## src/rtl/alu_exec_ctrl.sv

```systemverilog
// Execute-stage controller: fetches operands from a 4x8 register file, drives the ALU
// from registers, then commits the ALU result and flags on the edge leaving EXEC.
module alu_exec_ctrl (
    input  logic       clk,
    input  logic       reset,
    input  logic [7:0] instr,
    input  logic       instr_valid,
    output logic       instr_ready,
    input  logic       load_en,
    input  logic [1:0] load_addr,
    input  logic [7:0] load_data,
    output logic [7:0] alu_in1,
    output logic [7:0] alu_in2,
    output logic [2:0] alu_mode,
    input  logic [7:0] alu_out,
    input  logic       alu_zero,
    input  logic       alu_carry,
    output logic       flag_zero,
    output logic       flag_carry,
    output logic       done,
    output logic       illegal,
    input  logic [1:0] dbg_addr,
    output logic [7:0] dbg_data
);
    typedef enum logic [1:0] {IDLE, EXEC, DONE} state_t;

    state_t     state_q, state_d;
    logic [7:0] regs_q [4];
    logic [7:0] regs_d [4];
    logic [7:0] in1_q, in1_d, in2_q, in2_d;
    logic [2:0] mode_q, mode_d;
    logic [1:0] rd_q, rd_d;
    logic       flag_zero_q, flag_zero_d, flag_carry_q, flag_carry_d;
    logic       done_q, done_d, illegal_q, illegal_d;

    assign instr_ready = (state_q == IDLE) && !load_en;
    assign alu_in1     = in1_q;
    assign alu_in2     = in2_q;
    assign alu_mode    = mode_q;
    assign flag_zero   = flag_zero_q;
    assign flag_carry  = flag_carry_q;
    assign done        = done_q;
    assign illegal     = illegal_q;
    assign dbg_data    = regs_q[dbg_addr];

    always_comb begin
        state_d      = state_q;
        regs_d       = regs_q;
        in1_d        = in1_q;
        in2_d        = in2_q;
        mode_d       = mode_q;
        rd_d         = rd_q;
        flag_zero_d  = flag_zero_q;
        flag_carry_d = flag_carry_q;
        done_d       = 1'b0;
        illegal_d    = 1'b0;
        case (state_q)
            IDLE: begin
                // A pending load takes the cycle; the instruction is held off until it drops.
                if (load_en) begin
                    regs_d[load_addr] = load_data;
                end else if (instr_valid) begin
                    in1_d   = regs_q[instr[4:3]];
                    in2_d   = instr[0] ? {{6{instr[2]}}, instr[2:1]} : regs_q[instr[2:1]];
                    mode_d  = instr[7:5];
                    rd_d    = instr[4:3];
                    state_d = EXEC;
                end
            end
            EXEC: begin
                state_d = DONE;
                done_d  = 1'b1;
                case (mode_q)
                    3'b000, 3'b001: begin
                        regs_d[rd_q] = alu_out;
                        flag_zero_d  = (alu_out == 8'h00);
                        flag_carry_d = alu_carry;
                    end
                    3'b010: begin
                        flag_zero_d  = alu_zero;
                        flag_carry_d = alu_carry;
                    end
                    3'b011, 3'b100, 3'b101: begin
                        regs_d[rd_q] = alu_out;
                        flag_zero_d  = (alu_out == 8'h00);
                    end
                    default: illegal_d = 1'b1;
                endcase
            end
            default: state_d = IDLE;
        endcase
    end

    generate
        for (genvar gi = 0; gi < 4; gi++) begin : g_regfile
            always_ff @(posedge clk) begin
                if (reset) regs_q[gi] <= 8'h00;
                else       regs_q[gi] <= regs_d[gi];
            end
        end
    endgenerate

    always_ff @(posedge clk) begin
        if (reset) begin
            state_q      <= IDLE;
            in1_q        <= 8'h00;
            in2_q        <= 8'h00;
            mode_q       <= 3'b000;
            rd_q         <= 2'd0;
            flag_zero_q  <= 1'b0;
            flag_carry_q <= 1'b0;
            done_q       <= 1'b0;
            illegal_q    <= 1'b0;
        end else begin
            state_q      <= state_d;
            in1_q        <= in1_d;
            in2_q        <= in2_d;
            mode_q       <= mode_d;
            rd_q         <= rd_d;
            flag_zero_q  <= flag_zero_d;
            flag_carry_q <= flag_carry_d;
            done_q       <= done_d;
            illegal_q    <= illegal_d;
        end
    end
endmodule
```

## config.mk

```make
export PLATFORM = sky130hd
export DESIGN_NAME = alu_exec_ctrl
export DESIGN_NICKNAME = d
export VERILOG_FILES = /design/src/rtl/alu_exec_ctrl.sv
export SDC_FILE = /design/constraint.sdc
export NUM_CORES = 1
export LEC_CHECK = 0
export BUFFER_PORTS_ARGS = -buffer_cell sky130_fd_sc_hd__buf_2
export CORE_ASPECT_RATIO = 0.75
export CORE_MARGIN = 2
export CORE_UTILIZATION = 50
export DETAILED_ROUTE_END_ITERATION = 12
export GPL_ROUTABILITY_DRIVEN = 0
export PLACE_DENSITY_LB_ADDON = 0.08
export SLEW_MARGIN = 20
export SYNTH_ARGS = -nofsm -noshare
export SYNTH_HDL_FRONTEND = slang
export SYNTH_SLANG_ARGS = --single-unit
```

## constraint.sdc

```tcl
create_clock -name clk -period 2.7 [get_ports clk]
set_input_delay 0.405 -clock clk [delete_from_list [all_inputs] [get_ports clk]]
set_output_delay 0.405 -clock clk [all_outputs]
set_load 0.1 [all_outputs]
```

==> flow_summary.ini <==
[run_status]
status = finished clean

[floorplan]
die_w_um = 98.99
die_area_um2 = 7448
chipHeight_um = 75.24
io-pin-count = 66
rows = 25
core_um2 = 6412
start_util_pct = 52.76

[timing]
relSlewSlack_pct = 52.93
worst_slew_pin_slew_ns = 0.7034
finalCriticalPeriod_ns = 2.090
rsz0062_at_grt = false
fin_crit_sh_pct = 77.41
hold_viol = 0
slew_viol_final = 0
setup_viol = 0
skew_ns = 0.009123
tns_ns = 0
max_freq_mhz = 478.4
hold_ws_ns = 0.3094

[logic_synthesis]
synth_compound_area_share_pct = 30.88
synth_top_family_by_area = compound AO/OA/AOI/OAI gates
synth_xor_area_share_pct = 0
ys.warnings.count = 0
synth-simple-area-share_pct = 12.24
synth.cell_area_um2 = 3383
yosysSeqAreaShare_pct = 34.91
synth-adder-area-share_pct = 0
syn_area_per_cell_um2 = 10.54
synthCells = 321
synth.distinct_cells = 35
ys_ff_latch = 59
syn_nets = 355
synth_mux_area_share_pct = 16.24

[pwr]
peakVddDrop_mv = 0.3936
power.density_nw_per_um2 = 598.7
p_leak_nw = 1.419

[place]
portBuffers = 65
dp_hpwl_mm = 6.656
dp.cells = 446
placed_area_um2 = 3714

[finish]
antenna_cells = 0
area_growth_syn_to_layout_pct = 15.50
fin_area_um2 = 3908
fin_util_pct = 60.94
stdcell_count = 461
final_common_cell = buf_2
drive_gt1_share_pct = 40.53
most-common-layout-cells = buf_2, dfxtp_1, a21oi_1
layout.nets = 410

[drt]
vias = 2895
viasPerCell = 6.280
drc = 0
drt_pass1_iterations = 5
ant_nets = 0
drt_first_iter_violations = 149
drt-total-wl_mm = 8.919
wl_per_cell_um = 19.35

[grt]
grt_pass1_vias = 2753
use_met1_pct = 33.61
overflow = 0
grt_usage_pct = 24.97
grtUsageMet2_pct = 40.54
antenna_found_initial = 0
grt_use_met3_pct = 6.407
grt_pass1_wl_mm = 14.29
grt_busiest_layer = met2
grt_max_degree = 26

[clock_network]
cts_inserted_buffers = 9
ctsResizeCount = 0
clk_path_buf_depth = 2
cts_tree = done
ctsHtreeMaxLevel = 3
ctsRootBufferMaster = clkbuf_8
clkTransAtPathRegs_ns = 0.07
cts_hold_buffers = 0
clock-sinks = 59
post_cts_buffers = 0
clk_latency_ns = 0.33

[critical_path]
crit_arrival_ns = 2.28
crit_type = reg2reg
critPathLaunchType = register
critical_path.max_fanout = 10
required_ns = 2.89
endpoint_kind = register

[min_path]
hp-class = in2reg

[run]
maxCapViolCount = 0
-- cell type report --
| cell class | count | area, µm² |
|---|---|---|
| clock buffer | 13 | 158.9 |
| clock inverter | 2 | 35.03 |
| fill | 562 | 2505 |
| inverter | 1 | 3.754 |
| multi-input combinational | 231 | 2022 |
| sequential | 59 | 1181 |
| tap | 81 | 101.3 |
| timing repair buffer | 74 | 405.4 |
-- worst max-delay path, stage by stage (launching register included) --
cell and delay [ns]:
dfxtp_1 0.56, nor4b_4 0.27, buf_4 0.21, a21o_1 0.30
and2_1 0.49, a211oi_2 0.13
-- per-stage QoR --
stage / power (mW) / setup WS (ns)
5_1_grt: 2.430 / 0.4584
2_1_floorplan: 1.415 / 0.1334
6_report: 2.339 / 0.6098
3_5_place_dp: 1.541 / 0.6206
4_1_cts: 2.353 / 0.6130
3_3_place_gp: 1.531 / 0.6783
-- synthesized netlist by cell type, drive strengths merged --
library cell	count	share of area [%]
nor2b	9	1.7
o21ai	2	0.30
inv	1	0.11
and2	4	0.89
o22ai	7	1.3
nand2	33	3.7
a211oi	33	12
a22oi	32	7.1
nor4b	2	1.1
and4bb	2	0.74
a21o	1	0.22
a311oi	2	1.0
nand2b	4	0.96
buf	16	4.1
o21bai	3	1.7
dfxtp	59	35
mux2i	2	0.59
nor2	16	1.8
clkbuf	14	1.6
o311ai	1	0.26
mux2	1	0.33
mux4	23	15
a21oi	47	7.0
nand3	1	0.15
and4b	1	0.30
nor3	3	0.59
nor4	2	0.37
-- flip-flops by register name (all words and copies together) (netlist names) --
name        flops
rd_q            2
alu_in2         8
state_q         2
illegal         1
alu_mode        3
regs_q         32
alu_in1         8
flag_carry      1
flag_zero       1
done            1
-- per-layer routing --
layer  wire length (µm)  vias up
li1                   -     1354
met1               3840     1410
met2               4248      114
met3                623       17
met4                206        0
met5                  0        -
-- final timing paths --
path	startpoint	slack [ns]	endpoint	cells past startpoint
setup / recovery	state_q[0]$_SDFFE_PP0P_	0.61	regs_q[26]$_SDFFE_PP0P_	5
hold reg to reg	alu_in1[4]$_SDFFE_PP0P_	0.45	alu_in1[4]$_SDFFE_PP0P_	2
hold / removal	instr[5]	0.31	alu_mode[0]$_SDFFE_PP0P_	3
setup reg to reg	state_q[0]$_SDFFE_PP0P_	0.61	regs_q[26]$_SDFFE_PP0P_	5
-- cells by family after synthesis --
family / after synthesis
compound gates: 128
simple gates: 77
flops: 59
buf+inv: 31
mux: 26
-- report_power, final --
group	internal [mW]	switching, mW
combinational	0.177	0.382
clock	0.471	0.345
sequential	0.917	0.0477
Note: power is estimated with default switching activity, not from simulation.
